File: config.mk
export PLATFORM = sky130hd
export DESIGN_NAME = bim_ctr_ctrl_flat
export DESIGN_NICKNAME = d
export VERILOG_FILES = /design/src/rtl/bim_ctr_ctrl_if.sv /design/src/rtl/bim_ctr_ctrl.sv /design/src/flat_wrapper.sv
export SDC_FILE = /design/constraint.sdc
export NUM_CORES = 1
export LEC_CHECK = 0
export CORE_ASPECT_RATIO = 0.8
export CORE_MARGIN = 1
export CORE_UTILIZATION = 40
export CTS_CLUSTER_SIZE = 12
export DETAILED_ROUTE_END_ITERATION = 10
export MAX_ROUTING_LAYER = met4
export PLACE_DENSITY_LB_ADDON = 0.1
export REMOVE_ABC_BUFFERS = 1
export SKIP_CTS_REPAIR_TIMING = 1
export SYNTH_ARGS = -nofsm -noshare
export SYNTH_HDL_FRONTEND = slang
export SYNTH_SLANG_ARGS = --single-unit
export TNS_END_PERCENT = 20
File: constraint.sdc
create_clock -name clock -period 2.01 [get_ports clock]
set_input_delay 0.603 -clock clock [delete_from_list [all_inputs] [get_ports clock]]
set_output_delay 0.603 -clock clock [all_outputs]
set_load 0.005 [all_outputs]
File: src/rtl/bim_ctr_ctrl_if.sv
// Handshake, response and SRAM-port bundle for the bimodal counter table controller.
// The master side is the client that also hosts the table SRAM.
interface bim_ctr_ctrl_if;
  logic       flush;
  logic       req_valid;
  logic       req_ready;
  logic [7:0] req_idx;
  logic       resp_valid;
  logic [1:0] resp_ctr;
  logic       resp_taken;
  logic       upd_valid;
  logic       upd_ready;
  logic [7:0] upd_idx;
  logic       upd_taken;
  logic       init_done;
  logic       sram_en;
  logic       sram_wmode;
  logic [7:0] sram_addr;
  logic       sram_wmask;
  logic [1:0] sram_wdata;
  logic [1:0] sram_rdata;

  modport master (
    output flush, req_valid, req_idx, upd_valid, upd_idx, upd_taken, sram_rdata,
    input  req_ready, resp_valid, resp_ctr, resp_taken, upd_ready, init_done,
           sram_en, sram_wmode, sram_addr, sram_wmask, sram_wdata
  );

  modport slave (
    input  flush, req_valid, req_idx, upd_valid, upd_idx, upd_taken, sram_rdata,
    output req_ready, resp_valid, resp_ctr, resp_taken, upd_ready, init_done,
           sram_en, sram_wmode, sram_addr, sram_wmask, sram_wdata
  );
endinterface

File: src/rtl/bim_ctr_ctrl.sv
// Bimodal 2-bit counter table controller: init sweep, single-port lookups and
// read-modify-write saturating updates over an attached 256x2 SRAM.
module bim_ctr_ctrl #(
  parameter logic [1:0] INIT_CTR = 2'b01
) (
  input  logic           clock,
  input  logic           reset_n,
  bim_ctr_ctrl_if.slave  bus
);

  typedef enum logic [1:0] {INIT, IDLE, UPD_WR} state_t;

  state_t     state_q, state_d;
  logic [7:0] ptr_q, ptr_d;
  logic       prio_q, prio_d;
  logic       resp_valid_q, resp_valid_d;
  logic       init_done_q, init_done_d;
  logic [7:0] uidx_q, uidx_d;
  logic       utaken_q, utaken_d;

  logic       req_ready_c, upd_ready_c;
  logic       en_c, wmode_c;
  logic [7:0] addr_c;
  logic [1:0] wdata_c;

  function automatic logic [1:0] sat_ctr(input logic [1:0] ctr, input logic taken);
    logic [1:0] res;
    if (taken) res = (ctr == 2'b11) ? ctr : ctr + 2'd1;
    else       res = (ctr == 2'b00) ? ctr : ctr - 2'd1;
    return res;
  endfunction

  always_comb begin
    state_d     = state_q;
    ptr_d       = ptr_q;
    prio_d      = prio_q;
    uidx_d      = uidx_q;
    utaken_d    = utaken_q;
    req_ready_c = 1'b0;
    upd_ready_c = 1'b0;
    en_c        = 1'b0;
    wmode_c     = 1'b0;
    addr_c      = 8'h00;
    wdata_c     = 2'b00;
    unique case (state_q)
      INIT: begin
        en_c    = 1'b1;
        wmode_c = 1'b1;
        addr_c  = ptr_q;
        wdata_c = INIT_CTR;
        prio_d  = 1'b0;
        if (bus.flush) begin
          ptr_d = 8'h00;
        end else begin
          ptr_d = ptr_q + 8'd1;
          if (ptr_q == 8'hFF) state_d = IDLE;
        end
      end
      IDLE: begin
        prio_d = 1'b0;
        if (bus.flush) begin
          state_d = INIT;
          ptr_d   = 8'h00;
        end else begin
          // Right after an update's write the lookup side gets one turn, so
          // neither requester can starve the other.
          upd_ready_c = bus.upd_valid && !(prio_q && bus.req_valid);
          req_ready_c = !upd_ready_c;
          if (upd_ready_c) begin
            en_c     = 1'b1;
            addr_c   = bus.upd_idx;
            uidx_d   = bus.upd_idx;
            utaken_d = bus.upd_taken;
            state_d  = UPD_WR;
          end else if (bus.req_valid) begin
            en_c   = 1'b1;
            addr_c = bus.req_idx;
          end
        end
      end
      UPD_WR: begin
        en_c    = 1'b1;
        wmode_c = 1'b1;
        addr_c  = uidx_q;
        wdata_c = sat_ctr(bus.sram_rdata, utaken_q);
        if (bus.flush) begin
          state_d = INIT;
          ptr_d   = 8'h00;
        end else begin
          state_d = IDLE;
          prio_d  = 1'b1;
        end
      end
      default: state_d = INIT;
    endcase
    resp_valid_d = req_ready_c && bus.req_valid;
    init_done_d  = (state_d != INIT);
  end

  always_ff @(posedge clock or negedge reset_n) begin
    if (!reset_n) begin
      state_q      <= INIT;
      ptr_q        <= 8'h00;
      prio_q       <= 1'b0;
      resp_valid_q <= 1'b0;
      init_done_q  <= 1'b0;
    end else begin
      state_q      <= state_d;
      ptr_q        <= ptr_d;
      prio_q       <= prio_d;
      resp_valid_q <= resp_valid_d;
      init_done_q  <= init_done_d;
    end
  end

  always_ff @(posedge clock) begin
    uidx_q   <= uidx_d;
    utaken_q <= utaken_d;
  end

  // SRAM strobes are gated by reset_n so an assertion kills any write in the same cycle.
  assign bus.sram_en    = en_c & reset_n;
  assign bus.sram_wmode = wmode_c & reset_n;
  assign bus.sram_wmask = en_c & wmode_c & reset_n;
  assign bus.sram_wdata = reset_n ? wdata_c : 2'b00;
  assign bus.sram_addr  = addr_c;

  assign bus.req_ready  = req_ready_c;
  assign bus.upd_ready  = upd_ready_c;
  assign bus.resp_valid = resp_valid_q;
  assign bus.resp_ctr   = resp_valid_q ? bus.sram_rdata : 2'b00;
  assign bus.resp_taken = bus.resp_ctr[1];
  assign bus.init_done  = init_done_q;

endmodule

File: src/flat_wrapper.sv
// flat-port wrapper written by rule: the top's interface ports become plain ports
module bim_ctr_ctrl_flat 
#(
  parameter logic [1:0] INIT_CTR = 2'b01
)
  (clock, reset_n, bus_flush, bus_req_valid, bus_req_idx, bus_upd_valid, bus_upd_idx, bus_upd_taken, bus_sram_rdata, bus_req_ready, bus_resp_valid, bus_resp_ctr, bus_resp_taken, bus_upd_ready, bus_init_done, bus_sram_en, bus_sram_wmode, bus_sram_addr, bus_sram_wmask, bus_sram_wdata);
  bim_ctr_ctrl_if bus_i ();
  input  logic clock;
  input  logic reset_n;
  input wire logic [$bits(bus_i.flush)-1:0] bus_flush;
  input wire logic [$bits(bus_i.req_valid)-1:0] bus_req_valid;
  input wire logic [$bits(bus_i.req_idx)-1:0] bus_req_idx;
  input wire logic [$bits(bus_i.upd_valid)-1:0] bus_upd_valid;
  input wire logic [$bits(bus_i.upd_idx)-1:0] bus_upd_idx;
  input wire logic [$bits(bus_i.upd_taken)-1:0] bus_upd_taken;
  input wire logic [$bits(bus_i.sram_rdata)-1:0] bus_sram_rdata;
  output wire logic [$bits(bus_i.req_ready)-1:0] bus_req_ready;
  output wire logic [$bits(bus_i.resp_valid)-1:0] bus_resp_valid;
  output wire logic [$bits(bus_i.resp_ctr)-1:0] bus_resp_ctr;
  output wire logic [$bits(bus_i.resp_taken)-1:0] bus_resp_taken;
  output wire logic [$bits(bus_i.upd_ready)-1:0] bus_upd_ready;
  output wire logic [$bits(bus_i.init_done)-1:0] bus_init_done;
  output wire logic [$bits(bus_i.sram_en)-1:0] bus_sram_en;
  output wire logic [$bits(bus_i.sram_wmode)-1:0] bus_sram_wmode;
  output wire logic [$bits(bus_i.sram_addr)-1:0] bus_sram_addr;
  output wire logic [$bits(bus_i.sram_wmask)-1:0] bus_sram_wmask;
  output wire logic [$bits(bus_i.sram_wdata)-1:0] bus_sram_wdata;
  assign bus_i.flush = bus_flush;
  assign bus_i.req_valid = bus_req_valid;
  assign bus_i.req_idx = bus_req_idx;
  assign bus_i.upd_valid = bus_upd_valid;
  assign bus_i.upd_idx = bus_upd_idx;
  assign bus_i.upd_taken = bus_upd_taken;
  assign bus_i.sram_rdata = bus_sram_rdata;
  assign bus_req_ready = bus_i.req_ready;
  assign bus_resp_valid = bus_i.resp_valid;
  assign bus_resp_ctr = bus_i.resp_ctr;
  assign bus_resp_taken = bus_i.resp_taken;
  assign bus_upd_ready = bus_i.upd_ready;
  assign bus_init_done = bus_i.init_done;
  assign bus_sram_en = bus_i.sram_en;
  assign bus_sram_wmode = bus_i.sram_wmode;
  assign bus_sram_addr = bus_i.sram_addr;
  assign bus_sram_wmask = bus_i.sram_wmask;
  assign bus_sram_wdata = bus_i.sram_wdata;
  bim_ctr_ctrl #(.INIT_CTR(INIT_CTR)) u_core (.clock(clock), .reset_n(reset_n), .bus(bus_i));
endmodule
==> results.txt <==
----------------------------------------------------
[Placed design]
  Placed Instance Area ... 2000 um^2
  Placed wire-length estimate after detailed placement ... 2.65 mm
  Number of I/O port buffers ... 43
  Routability cong. ... 0.822
  Number of placed cells counting well taps ... 238

[Logic synthesis]
  Share of Yosys cell area claimed by the top area cell type ... 25.3%
  Leading post-synthesis cells by cell area ... sky130_fd_sc_hd__dfrtp_1 25%, sky130_fd_sc_hd__edfxtp_1 21%, sky130_fd_sc_hd__a222oi_1 6.2%
  Prevailing post-synth register cell ... sky130_fd_sc_hd__dfrtp_1
  Async set or reset register ratio after synthesis ... 59.1%
  Post-Synthesis Cell Area ... 1290 um^2
  Number of flip-flops and latches in the synthesized netlist ... 22
  Sequential area share after synthesis ... 46.3%
  Average footprint of a synthesized cell ... 10.1 um^2
  Synthesized instance count ... 128
  Library cell occupying the most area in the post-synthesis netlist ... sky130_fd_sc_hd__dfrtp_1
  Count of flip-flops with a built-in enable after synthesis ... 9
  Number of distinct library cells after synthesis ... 39
  Synthesis warning total ... 0

[Critical path]
  Endpoint type of the worst setup path ... output port
  Most numerous cell on the critical path ... sky130_fd_sc_hd__buf_6
  Critical setup path kind ... reg2out
  Required time worst endpoint ... 1.41 ns
  Critical path's slowest cell ... sky130_fd_sc_hd__dfrtp_1
  Length in cells of the worst reg-to-reg path ... 9
  Data arrival time at the worst-slack endpoint ... 1.83 ns
  Launching element type of the critical path ... register
  Delay of the slowest critical-path stage ... 0.41 ns
  Crit. path cell count ... 7
  Crit path max fanout ... 5
  Ordered list of cells on the worst path ... buf_6, inv_6, ha_4, buf_6, a222oi_1, a21oi_2, buf_2
  CP delay by family, top ... compound AO/OA/AOI/OAI gates
  Count of buffering cells on the critical path with inverters included ... 4

[STA]
  Worst path setup slack after routing ... -0.422 ns
  Count of pins over their slew limit ... 0
  Final setup violation count ... 12
  Hold Violations, Final ... 0
  Slew at the pin closest to its max-slew limit ... 0.409 ns
  Portion of the clock cycle consumed by the worst path in the final layout ... 121%
  Min cycle time layout ... 2.43 ns
  Skew final ... 0.00386 ns
  Headroom to the max-slew limit ... 72.7%
  Setup repair after global routing missed its margin ... true
  Maximum clock rate ... 0.411 GHz

[Route]
  Length of the first detailed-routing pass in iterations ... 5
  Length of routed met3 wiring ... 249 um
  Highest metal used ... met4
  Vias after detailed routing ... 1370
  Routed metal-1 wire length ... 1.78 mm
  DR WL met2 ... 2.05 mm
  DR iter-0 viols ... 63
  Avg Vias per Cell ... 5.31
  Antenna-violating nets left ... 0
  Post-DR wirelength/cell ... 16.0 um
  DRC errors left ... 0
  Routed Wire Length ... 4.13 mm

[Global routing]
  Largest net degree at the start of global routing ... 13
  Number of global-route vias before repair ... 1169
  Total routing usage reported by global routing ... 22.6%
  Initial antenna violation count ... 0
  Global-route wire length before repair ... 5.64 mm
  GRT Residual Overflow ... 0

[Floorplan]
  Overall die height ... 52.7 um
  Die outline width ... 65.4 um
  Die Footprint ... 3450 um^2
  Number of top-level pins ... 44
  Count of standard-cell rows ... 18
  Initial standard-cell utilization of the core ... 41.7%
  Area of the core ... 3090 um^2

[Clocking]
  CTS tree ... yes
  Insertion delay of the later-clocked pin in the worst-skew pair ... 0.26 ns
  Total clock buffers created by CTS ... 3
  Root buffer cell ... sky130_fd_sc_hd__clkbuf_8
  CTS HTree Levels ... 1
  Sinks on Clock Net ... 22
  Largest buffer count on any clock path ... 2
  Clk slew on worst S/H paths ... 0.08 ns

[Layout]
  Count of inserted antenna diode cells ... 0
  # nets final ... 248
  Fin cells ... 258
  Most common cell after layout, fill and taps aside ... sky130_fd_sc_hd__buf_4
  Area growth from synthesis to layout ... 74.9%
  Proportion of layout cells with a drive suffix above 1 ... 42.2%
  Highest-count cells in the layout ignoring fill and taps ... 37 x sky130_fd_sc_hd__buf_4, 20 x sky130_fd_sc_hd__clkdlybuf4s50_1, 14 x sky130_fd_sc_hd__o21ai_0
  Post-route cell area ... 2250 um^2
  Layout filler cell count ... 224

[Outcome]
  Status ... complete, but fails checks
  Violations in the final reports ... negative setup slack

[Pwr]
  Areal power density over the cells ... 397 nW/um^2
  Worst voltage drop across the vdd grid ... 298 uV
  Leakage power total ... 0.00108 uW
  Total power draw ... 895 uW

[Flow run]
  Max-cap violations ... 0

[Worst hold path]
  Class of the tightest hold or removal check ... in2async

----------------------------------------------------
==> Yosys cell counts (2+ instances only) <==
library cell	number
sky130_fd_sc_hd__nand4_1	2
sky130_fd_sc_hd__maj3_1	2
sky130_fd_sc_hd__o21ai_0	15
sky130_fd_sc_hd__nand2_1	12
sky130_fd_sc_hd__and2_1	5
sky130_fd_sc_hd__inv_1	5
sky130_fd_sc_hd__a222oi_1	8
sky130_fd_sc_hd__and3_1	3
sky130_fd_sc_hd__dfrtp_1	13
sky130_fd_sc_hd__edfxtp_1	9
sky130_fd_sc_hd__clkbuf_1	3
sky130_fd_sc_hd__nor2b_1	2
sky130_fd_sc_hd__a32o_1	2
sky130_fd_sc_hd__ha_1	5
sky130_fd_sc_hd__a21oi_1	10
sky130_fd_sc_hd__nor2_1	8
sky130_fd_sc_hd__nand2b_1	2
==> sequential cells by signal, summed over array words and instances (netlist names) <==
signal,cells
u_core.bus.init_done,1
u_core.prio_q,1
u_core.state_q,2
u_core.uidx_q,8
u_core.bus.resp_valid,1
u_core.ptr_q,8
u_core.utaken_q,1
==> final timing paths <==
path | from | end | slack [ns]
setup / recovery | u_core.state_q[0] | bus_sram_addr[0] | -0.42
min in group clock | u_core.ptr_q[0] | u_core.ptr_q[0] | 0.54
setup reg to reg | u_core.state_q[0] | u_core.ptr_q[7] | 0.10
hold reg to reg | u_core.ptr_q[0] | u_core.ptr_q[0] | 0.54
hold / removal | reset_n | u_core.bus.resp_valid | 0.38
max in group asynchronous | reset_n | u_core.ptr_q[5] | 1.39
==> per-layer routing <==
layer  global-route usage, %  up-vias
met2                    34.2       47
met1                    31.4      647
met5                       -        -
met4                    5.43        0
li1                        -      669
met3                    3.91        7
==> worst register-to-register path: cells and delay by family, from the launching register on <==
| family | cells | cell delay [ns] |
|---|---|---|
| buffers and inverters | 4 | 0.45 |
| flip-flops | 1 | 0.43 |
| AND/OR/NAND/NOR | 1 | 0.42 |
| AO/OA/AOI/OAI | 3 | 0.35 |
| adder cells (fa/ha/maj) | 1 | 0.18 |
==> report_power, final <==
| part | total, uW | internal [uW] | switching, uW |
|---|---|---|---|
| Combinational | 133 | 81.4 | 51.4 |
| Clock | 283 | 137 | 147 |
| Sequential | 479 | 472 | 6.54 |
==> cell families after synthesis <==
| logic type | Yosys count | synth area share [%] |
|---|---|---|
| flip-flops | 22 | 46.3 |
| buffers and inverters | 11 | 3.69 |
| adder cells (fa/ha/maj) | 7 | 6.41 |
| multiplexers | 1 | 0.777 |
| AO/OA/AOI/OAI | 43 | 23.4 |
| AND/OR/NAND/NOR | 44 | 19.4 |
==> through the flow <==
stage          util (%)  TNS (ns)  hold WS (ns)  setup WS [ns]
2_1_floorplan         -     -1.38         0.307         -0.232
3_3_place_gp       64.8    -13.73         0.525          -1.01
3_5_place_dp       64.8    -14.24         0.516          -1.03
4_1_cts            66.3    -15.09         0.528          -1.03
5_1_grt            73.0     -4.38         0.392         -0.511
6_report           73.0     -3.28         0.380         -0.422
==> area by class of cell <==
class	count	area (um^2)	share of cell area, %
timing repair buffer	91	791	35.1
clock buffer	3	41.3	1.83
sequential	22	596	26.4
inverter	5	23.8	1.06
multi-input combinational	96	747	33.2
clock inverter	1	3.75	0.167
tap	40	50.0	2.22
Power figures use the tool's default switching activity.
